<file path="src/rtl/lcd_bus_pkg.sv">
// ============================================================================
// lcd_bus_pkg : shared types and constants for the LCD bus responder
// Revision    : 1.0
// ============================================================================
`default_nettype none

package lcd_bus_pkg;

   localparam int         DDRAM_DEPTH = 32;
   localparam int         BUS_W       = 11;
   localparam logic [7:0] SPACE_CHAR  = 8'h20;

   typedef enum logic [1:0] {
      ST_IDLE  = 2'd0,
      ST_CLEAR = 2'd1,
      ST_HOLD  = 2'd2
   } state_t;

   typedef enum logic [3:0] {
      CMD_NOP   = 4'd0,
      CMD_CLEAR = 4'd1,
      CMD_HOME  = 4'd2,
      CMD_ENTRY = 4'd3,
      CMD_DISP  = 4'd4,
      CMD_SHIFT = 4'd5,
      CMD_FUNC  = 4'd6,
      CMD_CGRAM = 4'd7,
      CMD_DDRAM = 4'd8
   } cmd_t;

   // The highest set bit of an instruction byte selects its class.
   function automatic cmd_t decode_cmd(input logic [7:0] d);
      cmd_t c;
      if (d[7])      c = CMD_DDRAM;
      else if (d[6]) c = CMD_CGRAM;
      else if (d[5]) c = CMD_FUNC;
      else if (d[4]) c = CMD_SHIFT;
      else if (d[3]) c = CMD_DISP;
      else if (d[2]) c = CMD_ENTRY;
      else if (d[1]) c = CMD_HOME;
      else if (d[0]) c = CMD_CLEAR;
      else           c = CMD_NOP;
      return c;
   endfunction

endpackage

`default_nettype wire

</file>
<file path="src/rtl/lcd_bus_responder_sync.sv">
// ============================================================================
// lcd_sync_edge : 2-flop synchronizer for the LCD bus, falling-edge strobe on E
// Revision      : 1.0
// ============================================================================
`default_nettype none

module lcd_sync_edge
   import lcd_bus_pkg::*;
(
   input  logic       clk,
   input  logic       rst,
   input  logic       lcd_e,
   input  logic       lcd_rs,
   input  logic       lcd_rw,
   input  logic [7:0] lcd_data,
   output logic       strobe,
   output logic       rs,
   output logic       rw,
   output logic [7:0] data
);

   logic [BUS_W-1:0] s1_q, s1_d;
   logic [BUS_W-1:0] s2_q, s2_d;
   logic             e_prev_q, e_prev_d;

   always_comb begin
      s1_d     = {lcd_e, lcd_rs, lcd_rw, lcd_data};
      s2_d     = s1_q;
      e_prev_d = s2_q[10];
   end

   always_ff @(posedge clk or posedge rst) begin
      if (rst) begin
         s1_q     <= '0;
         s2_q     <= '0;
         e_prev_q <= 1'b0;
      end else begin
         s1_q     <= s1_d;
         s2_q     <= s2_d;
         e_prev_q <= e_prev_d;
      end
   end

   // rs/rw/data come from the same stage as the E level that completes the edge.
   assign strobe = e_prev_q & ~s2_q[10];
   assign rs     = s2_q[9];
   assign rw     = s2_q[8];
   assign data   = s2_q[7:0];

endmodule

`default_nettype wire

</file>
<file path="src/rtl/lcd_bus_responder.sv">
// ============================================================================
// lcd_bus_responder : decodes LCD write transactions into a 2-row shadow DDRAM
// Revision          : 1.0
// ============================================================================
`default_nettype none

module lcd_bus_responder
   import lcd_bus_pkg::*;
#(
   parameter int HOLD_CYCLES = 16,
   parameter int ROW_LEN     = 16
) (
   input  logic       clk,
   input  logic       rst,
   input  logic       lcd_e,
   input  logic       lcd_rs,
   input  logic       lcd_rw,
   input  logic [7:0] lcd_data,
   input  logic [4:0] rd_addr,
   output logic [7:0] rd_char,
   output logic [4:0] cursor,
   output logic       disp_on,
   output logic       cursor_on,
   output logic       blink_on,
   output logic       two_line,
   output logic       busy,
   output logic       cmd_valid,
   output logic       err
);

   localparam int         HCW       = (HOLD_CYCLES > 1) ? $clog2(HOLD_CYCLES) : 1;
   localparam logic [3:0] LAST_COL  = 4'(ROW_LEN - 1);
   localparam logic [4:0] ROW_LEN_W = 5'(ROW_LEN);

   logic       sync_strobe, sync_rs, sync_rw;
   logic [7:0] sync_data;
   cmd_t       cmd_class;

   state_t           state_q, state_d;
   logic [4:0]       clr_cnt_q, clr_cnt_d;
   logic [HCW-1:0]   hold_cnt_q, hold_cnt_d;
   logic [4:0]       cursor_q, cursor_d;
   logic             inc_q, inc_d;
   logic             disp_on_q, disp_on_d;
   logic             cursor_on_q, cursor_on_d;
   logic             blink_on_q, blink_on_d;
   logic             two_line_q, two_line_d;
   logic             busy_q, busy_d;
   logic             cmd_valid_q, cmd_valid_d;
   logic             err_q, err_d;
   logic [7:0]       rd_char_q, rd_char_d;

   logic [7:0]       mem_q [DDRAM_DEPTH];
   logic             mem_we;
   logic [4:0]       mem_waddr;
   logic [7:0]       mem_wdata;

   lcd_sync_edge u_sync (
      .clk      (clk),
      .rst      (rst),
      .lcd_e    (lcd_e),
      .lcd_rs   (lcd_rs),
      .lcd_rw   (lcd_rw),
      .lcd_data (lcd_data),
      .strobe   (sync_strobe),
      .rs       (sync_rs),
      .rw       (sync_rw),
      .data     (sync_data)
   );

   assign cmd_class = decode_cmd(sync_data);

   // Column wraps onto the other row; the row bit toggling gives 31->0 and 0->31.
   function automatic logic [4:0] step_cursor(input logic [4:0] c, input logic up);
      logic [4:0] n;
      if (up) n = (c[3:0] == LAST_COL) ? {~c[4], 4'd0} : {c[4], c[3:0] + 4'd1};
      else    n = (c[3:0] == 4'd0)     ? {~c[4], LAST_COL} : {c[4], c[3:0] - 4'd1};
      return n;
   endfunction

   always_comb begin
      state_d     = state_q;
      clr_cnt_d   = clr_cnt_q;
      hold_cnt_d  = hold_cnt_q;
      cursor_d    = cursor_q;
      inc_d       = inc_q;
      disp_on_d   = disp_on_q;
      cursor_on_d = cursor_on_q;
      blink_on_d  = blink_on_q;
      two_line_d  = two_line_q;
      err_d       = err_q;
      cmd_valid_d = 1'b0;
      mem_we      = 1'b0;
      mem_waddr   = cursor_q;
      mem_wdata   = sync_data;
      rd_char_d   = mem_q[rd_addr];

      case (state_q)
         ST_CLEAR: begin
            mem_we    = 1'b1;
            mem_waddr = clr_cnt_q;
            mem_wdata = SPACE_CHAR;
            if (clr_cnt_q == 5'(DDRAM_DEPTH - 1)) state_d = ST_IDLE;
            else                                  clr_cnt_d = clr_cnt_q + 5'd1;
         end
         ST_HOLD: begin
            if (hold_cnt_q == HCW'(HOLD_CYCLES - 1)) state_d = ST_IDLE;
            else                                     hold_cnt_d = hold_cnt_q + 1'b1;
         end
         default: ;
      endcase

      if (sync_strobe && !sync_rw) begin
         if (state_q != ST_IDLE) begin
            err_d = 1'b1;
         end else begin
            cmd_valid_d = 1'b1;
            if (sync_rs) begin
               mem_we   = 1'b1;
               cursor_d = step_cursor(cursor_q, inc_q);
            end else begin
               case (cmd_class)
                  CMD_CLEAR: begin
                     cursor_d  = 5'd0;
                     inc_d     = 1'b1;
                     clr_cnt_d = 5'd0;
                     state_d   = ST_CLEAR;
                  end
                  CMD_HOME: begin
                     cursor_d   = 5'd0;
                     hold_cnt_d = '0;
                     state_d    = ST_HOLD;
                  end
                  CMD_ENTRY: inc_d = sync_data[1];
                  CMD_DISP: begin
                     disp_on_d   = sync_data[2];
                     cursor_on_d = sync_data[1];
                     blink_on_d  = sync_data[0];
                  end
                  CMD_FUNC: two_line_d = sync_data[3];
                  CMD_DDRAM: begin
                     if (sync_data[5:4] == 2'b00 && {1'b0, sync_data[3:0]} < ROW_LEN_W)
                        cursor_d = {sync_data[6], sync_data[3:0]};
                     else
                        err_d = 1'b1;
                  end
                  default: ;
               endcase
            end
         end
      end

      busy_d = (state_d != ST_IDLE);
   end

   always_ff @(posedge clk or posedge rst) begin
      if (rst) begin
         state_q     <= ST_CLEAR;
         clr_cnt_q   <= 5'd0;
         hold_cnt_q  <= '0;
         cursor_q    <= 5'd0;
         inc_q       <= 1'b1;
         disp_on_q   <= 1'b0;
         cursor_on_q <= 1'b0;
         blink_on_q  <= 1'b0;
         two_line_q  <= 1'b0;
         busy_q      <= 1'b1;
         cmd_valid_q <= 1'b0;
         err_q       <= 1'b0;
         rd_char_q   <= 8'h00;
      end else begin
         state_q     <= state_d;
         clr_cnt_q   <= clr_cnt_d;
         hold_cnt_q  <= hold_cnt_d;
         cursor_q    <= cursor_d;
         inc_q       <= inc_d;
         disp_on_q   <= disp_on_d;
         cursor_on_q <= cursor_on_d;
         blink_on_q  <= blink_on_d;
         two_line_q  <= two_line_d;
         busy_q      <= busy_d;
         cmd_valid_q <= cmd_valid_d;
         err_q       <= err_d;
         rd_char_q   <= rd_char_d;
      end
   end

   // Contents survive reset; the CLEAR pass that follows reset rewrites them.
   always_ff @(posedge clk) begin
      if (mem_we) mem_q[mem_waddr] <= mem_wdata;
   end

   assign rd_char   = rd_char_q;
   assign cursor    = cursor_q;
   assign disp_on   = disp_on_q;
   assign cursor_on = cursor_on_q;
   assign blink_on  = blink_on_q;
   assign two_line  = two_line_q;
   assign busy      = busy_q;
   assign cmd_valid = cmd_valid_q;
   assign err       = err_q;

endmodule

`default_nettype wire

</file>
<file path="config.mk">
export PLATFORM = sky130hd
export DESIGN_NAME = lcd_bus_responder
export DESIGN_NICKNAME = d
export VERILOG_FILES = /design/src/rtl/lcd_bus_pkg.sv /design/src/rtl/lcd_bus_responder_sync.sv /design/src/rtl/lcd_bus_responder.sv
export SDC_FILE = /design/constraint.sdc
export NUM_CORES = 1
export LEC_CHECK = 0
export ABC_CLOCK_PERIOD_IN_PS = 6450
export BUFFER_PORTS_ARGS = -buffer_cell sky130_fd_sc_hd__clkbuf_2
export CAP_MARGIN = 5
export CORE_MARGIN = 10
export CORE_UTILIZATION = 60
export DETAILED_ROUTE_END_ITERATION = 10
export GPL_ROUTABILITY_DRIVEN = 0
export GPL_TIMING_DRIVEN = 0
export PLACE_DENSITY = 0.77
export SYNTH_ARGS = -nofsm -noshare
export SYNTH_HDL_FRONTEND = slang
export SYNTH_SLANG_ARGS = --single-unit
</file>
<file path="constraint.sdc">
create_clock -name clk -period 6.45 [get_ports clk]
set_input_delay 0.645 -clock clk [delete_from_list [all_inputs] [get_ports clk]]
set_output_delay 0.645 -clock clk [all_outputs]
set_load 0.02 [all_outputs]
</file>
Yosys cells after proc, flatten, opt, wreduce, memory -nomap -nowiden
Memory sizes are Yosys's and may differ from the RTL's. A register that Yosys moved wholly into a read port is not among the register bits.
Index checks and enable logic that the tools add are counted.
{"block": "op_classes", "n_bitwise": 5, "reduce_logical": 16, "mux": 48, "n_addsub": 4, "n_eq_ne": 16}
{"operator": "$mux W5", "n": 12}
{"operator": "$mux W4", "n": 7}
{"operator": "$reduce_and A4 Y1", "n": 5}
{"operator": "$mux W2", "n": 7}
{"operator": "$mux W1", "n": 13}
{"operator": "$eq A4 B4 Y1 const B", "n": 3}
{"operator": "$mux W3", "n": 4}
{"operator": "$pmux W5 S2", "n": 1}
{"operator": "$add A4 B1 Y4 const B", "n": 2}
{"operator": "$eq A4 B2 Y1 const B", "n": 2}
{"operator": "$eq A4 B3 Y1 const B", "n": 2}
{"operator": "$mux W8", "n": 1}
{"operator": "$pmux W2 S2", "n": 2}
{"operator": "$reduce_bool A2 Y1", "n": 4}
{"operator": "$ne A3 B3 Y1 const B", "n": 2}
{"operator": "$reduce_and A6 Y1", "n": 1}
{"operator": "$add A5 B1 Y5 const B", "n": 1}
{"operator": "$eq A5 B5 Y1 const B", "n": 1}
{"operator": "$eq A4 B1 Y1 const B", "n": 1}
{"operator": "$logic_not A4 Y1", "n": 1}
{"operator": "$ne A2 B2 Y1 const B", "n": 2}
{"operator": "$not A1 Y1", "n": 4}
{"operator": "$sub A4 B1 Y4 const B", "n": 1}
{"operator": "$ne A3 B2 Y1 const B", "n": 1}
{"operator": "other kinds (9)", "n": 9}
{"block": "totals", "mem_bits_rw": 256, "mem_count": 1, "input_bits": 18, "output_inout_bits": 20, "reg_bits": 47, "elab_cells": 106}
{"memory": "mem_q", "words": 32, "word_bits": 8, "read_ports": 1, "rd_ports_with_merged_regs": 1, "wr": 1, "line_no": "lcd_bus_responder.sv:53", "source": "logic [7:0] mem_q [DDRAM_DEPTH];"}

Longest topological paths before layout
{"block": "depth", "word_depth": 14, "ltp_mapped": 8, "depth_no_buf": 6}

Hierarchy
From an unflattened synthesis, not the netlist that was laid out.
{"block": "hier_totals", "hier_cells": 731, "area_unflattened_um2": 12489.5}
{"mod": "lcd_bus_responder", "area_per_inst_um2": 11836.4, "cells_each": 698, "seq_area_each_um2": 8491.9, "n_inst": 1}
{"mod": "lcd_sync_edge", "area_per_inst_um2": 653.1, "cells_each": 33, "seq_area_each_um2": 575.6, "n_inst": 1}

Worst setup path after synthesis
No wires, ideal clock.
{"block": "synth_path", "path_type": "register to register", "from": "reg state_q[0]", "to": "mem mem_q[10][0] (enable)", "path_buffers": 2, "period_less_slack_ns": 2.433, "setup_time_ns": 0.370, "t_arrival_ns": 2.063, "t_required_ns": 6.080, "setup_slack_ns": 4.017, "stages_incl_launch_ff": 7, "cell_sequence": "dfstp_2 > ha_1 > clkbuf_1 > clkbuf_1 > mux2i_1 > nand2_1 > nor2_1"}
{"block": "synth_via", "elab_chain_cells": 7, "elab_cells_between_ends": 9, "classes_between": "1 x eq/ne; 7 x mux; 1 x reduce/logical"}
{"element": "start, declared", "line_no": "lcd_bus_responder.sv:39", "source": "state_t state_q, state_d;"}
{"element": "start signal, assigned", "line_no": "lcd_bus_responder.sv:172", "source": "state_q <= state_d;"}
{"element": "$eq A2 B1 Y1", "line_no": "lcd_bus_responder.sv:98", "source": "case (state_q)"}
{"element": "$mux W1", "line_no": "lcd_bus_responder.sv:98"}
{"element": "$mux W1", "line_no": "lcd_bus_responder.sv:118", "source": "if (sync_rs) begin"}
{"element": "$mux W1", "line_no": "lcd_bus_responder.sv:114", "source": "if (state_q != ST_IDLE) begin"}
{"element": "$mux W1", "line_no": "lcd_bus_responder.sv:113", "source": "if (sync_strobe && !sync_rw) begin"}
{"element": "$mux W1", "line_no": "lcd_bus_responder.sv:190", "source": "if (mem_we) mem_q[mem_waddr] <= mem_wdata;"}
{"element": "$mux W1 (implied by the code)", "line_no": "lcd_bus_responder.sv:190"}
{"element": "end, declared", "line_no": "lcd_bus_responder.sv:53"}
Several ways; a longest one is shown, not always the timed one.

Worst setup path after layout
{"block": "layout_path", "from": "reg state_q[1]", "to": "mem mem_q[12][5] (enable)"}
The elaborated chain is that of the path after synthesis.

==> flow_summary.json <==
{
  "dp.final_hpwl_mm": 17.3,
  "vias_per_cell": 6.31,
  "yosys.cell_types.count": 67,
  "synth_area_um2": 12500,
  "cp-startpoint": "state_q[1]",
  "critical_path_class": "flop to flop",
  "power.density_nw_per_um2": 309,
  "fillers": 1245,
  "fin_util": 0.699,
  "timing.slew.headroom": 0.387,
  "postCtsSetupRepairBufs": 0,
  "synth-edff-count": 256,
  "grt_max_degree": 48,
  "synthToLayoutAreaGrowth_pct": 14.0,
  "cp_cell_sequence": "inv_1 -> ha_1 -> clkbuf_1 -> clkbuf_1 -> mux2i_1 -> nand2_1 -> nor2_1",
  "cts_tree": "built",
  "cts_resized": 0,
  "tightestPinTransition_ns": 0.916,
  "seq_area_um2": 9070,
  "cp_common_cell": "clkbuf_1",
  "vias": 6901,
  "clk_pin_slew_ns": 0.06,
  "hold_slack_ns": 0.0175,
  "reg2reg_to": "mem_q[12][5]",
  "cts_inserted_buffers": 30,
  "synth_top_area_share": 0.616,
  "cp_max_fo": 10,
  "wl_per_cell_um": 24.0,
  "drt_iter0_drc": 661,
  "grt_pass1_vias": 7063,
  "grt_use_total": 0.196,
  "crit_path_end_kind": "flop",
  "power.total_uw": 4400,
  "clock-root-buffer": "clkbuf_16",
  "cts.htree.levels": 1,
  "dieArea_um2": 27000,
  "grt_pass1_wl_mm": 40.7,
  "antenna_cells": 0,
  "cts.sinks": 311,
  "hold_viol": 0,
  "worstHoldPathType": "input pin to asynchronous set/reset pin",
  "start_util": 0.613,
  "die_x_um": 164,
  "clock_latency_ns": 0.55,
  "io_buffer_count": 35,
  "antenna_found_initial": 0,
  "nets": 825,
  "grt-ovfl-total": 0,
  "yosysSeqAreaShare": 0.726,
  "wl_mm": 26.2,
  "die_h_um": 164,
  "async_reset_ff_frac": 0.177,
  "timing.rr.start": "state_q[1]",
  "peakVddDrop_mv": 0.283,
  "yosysWarnings": 0,
  "setup_viol": 0,
  "rrSetupSlack_ns": 3.32,
  "r2r_cells": 7,
  "drive_gt1_frac": 0.178,
  "multi_input_area_um2": 3190,
  "setup_tns_ns": 0,
  "clock_skew_ns": 0.0132,
  "synth_area_leader_cell": "edfxtp_1",
  "avgSynthCellArea_um2": 17.2,
  "rows": 52,
  "antenna_left": 0,
  "cp.required_ns": 6.61,
  "cts_hold_buf": 0,
  "slowest_delay_ns": 0.68,
  "period_share": 0.485,
  "crit_end": "mem_q[12][5]",
  "fin_crit_ns": 3.13,
  "drv_cap": 0,
  "clk_path_buf_depth": 3,
  "ys_ff_latch": 311,
  "status": "finished, final reports clean",
  "drc": 0,
  "postSynthCellCount": 725,
  "arrival_ns": 3.29,
  "clock.fmax_mhz": 320,
  "power_leakage_uw": 0.00510,
  "rsz0062_at_grt": "false",
  "synth_nets": 750,
  "dr.pass1.iters": 6,
  "io_pins": 38,
  "synth.area.top_cells": "edfxtp_1 62%, dfrtp_1 10%, mux2i_1 5.5%",
  "cpMaxStageDelayCell": "nor2_1",
  "core_region_area_um2": 20400,
  "synth_flop_cell": "edfxtp_1",
  "finalMaxSlewViolations": 0,
  "cp-start-kind": "flop"
}
## critical path: cells and delay by family (launching register included)
family	cells	cell delay, ns
multiplexers	1	0.39
buffers and inverters	3	0.86
flip-flops	1	0.38
AND/OR/NAND/NOR	2	0.94
adder cells (fa/ha/maj)	1	0.15
## cells by family after synthesis
family,count (synthesis),synth area share
muxes,108,0.124
xor gates and xnor gates,3,0.00211
and+or+nand+nor,148,0.0611
DFF,311,0.726
adders and majority gates,7,0.00702
buffers and inverters,51,0.0196
AOI/OAI and AO/OA,97,0.0602
## synth_stat cells (3+ instances only)
master / number
a221oi_1: 8
a22oi_1: 32
o21ai_0: 5
mux4_2: 18
o21ai_1: 3
buf_2: 12
nand3_1: 30
nor2_1: 51
clkbuf_1: 23
inv_1: 10
mux4_1: 14
a32oi_1: 3
mux2_1: 5
nand2b_1: 4
dfstp_2: 3
nor3_1: 3
or2_1: 3
buf_6: 3
and3_1: 3
dfrtp_1: 52
nand4_1: 3
a21oi_1: 13
nand2_1: 20
a22o_1: 8
ha_1: 7
a31o_2: 3
nor2b_1: 10
mux2i_1: 69
edfxtp_1: 256
## worst min-delay path by stage
| stage | startpoint | depth (start not counted) | slack (ns) | to |
|---|---|---|---|---|
| 3_3_place_gp | u_sync.s1_q[5] | 0 | 0.33 | u_sync.s2_q[5] |
| 6_report | rst | 2 | 0.02 | rd_char[2] |
| 5_1_grt | rst | 2 | 0.02 | rd_char[3] |
| 4_1_cts | rst | 2 | 0.01 | rd_char[7] |
| 3_5_place_dp | u_sync.s1_q[0] | 0 | 0.33 | u_sync.s2_q[0] |
| 2_1_floorplan | u_sync.s1_q[0] | 0 | 0.33 | u_sync.s2_q[0] |
## sequential cells by signal (all words and copies together), names as in the netlist, 2 cells and up
| name | count |
|---|---|
| clr_cnt_q | 5 |
| cursor | 5 |
| hold_cnt_q | 4 |
| mem_q | 256 |
| rd_char | 8 |
| state_q | 2 |
| u_sync.s1_q | 11 |
| u_sync.s2_q | 11 |
## report_power, final
group	switching, uW	leakage, uW	internal [uW]
clock	707	0.000511	1070
sequential	35.6	0.00297	2220
combinational	232	0.00162	135
## area by class of cell
cell class,instances,share of cell area
buffer,41,0.0146
clock inverter,12,0.00765
sequential,311,0.637
clock buffer,44,0.0647
tap,270,0.0237
multi-input combinational,363,0.224
inverter,10,0.00264
timing repair buffer,43,0.0252
## stage by stage
step                worst slack (ns)  instances  area, um2
detailed placement              3.41       1038      13200
finish                          3.32       1094      14200
CTS                             3.31       1094      14200
global route                    3.07       1094      14200
floorplan                       4.02        725      12500
global placement                2.87       1030      13000
## cells in the final DEF (no fill, tap or decap), types with 4 or more instances in the layout
master / count
ha_1: 7
dfrtp_1: 52
buf_2: 12
clkbuf_16: 35
clkinv_1: 4
edfxtp_1: 256
o21ai_0: 5
mux4_1: 14
nor2b_2: 7
mux2i_1: 69
buf_16: 5
clkbuf_1: 30
inv_1: 9
mux4_2: 18
a22o_1: 8
nor2b_1: 4
nand3_1: 30
mux2_1: 5
a221oi_1: 8
a21oi_1: 13
clkbuf_2: 36
nand2b_1: 4
nor2_1: 50
a22oi_1: 32
nand2_1: 20
## routing by layer
layer  wire length, um  share of wire  up-vias  track usage
li1                  -              -     3030            -
met1             10600           0.41     3506        0.263
met2             12900           0.49      309        0.321
met3              2030          0.078       56       0.0355
met4               694          0.026        0       0.0626
met5                 0              0        -            0
Note: power is estimated with default switching activity, not from simulation.
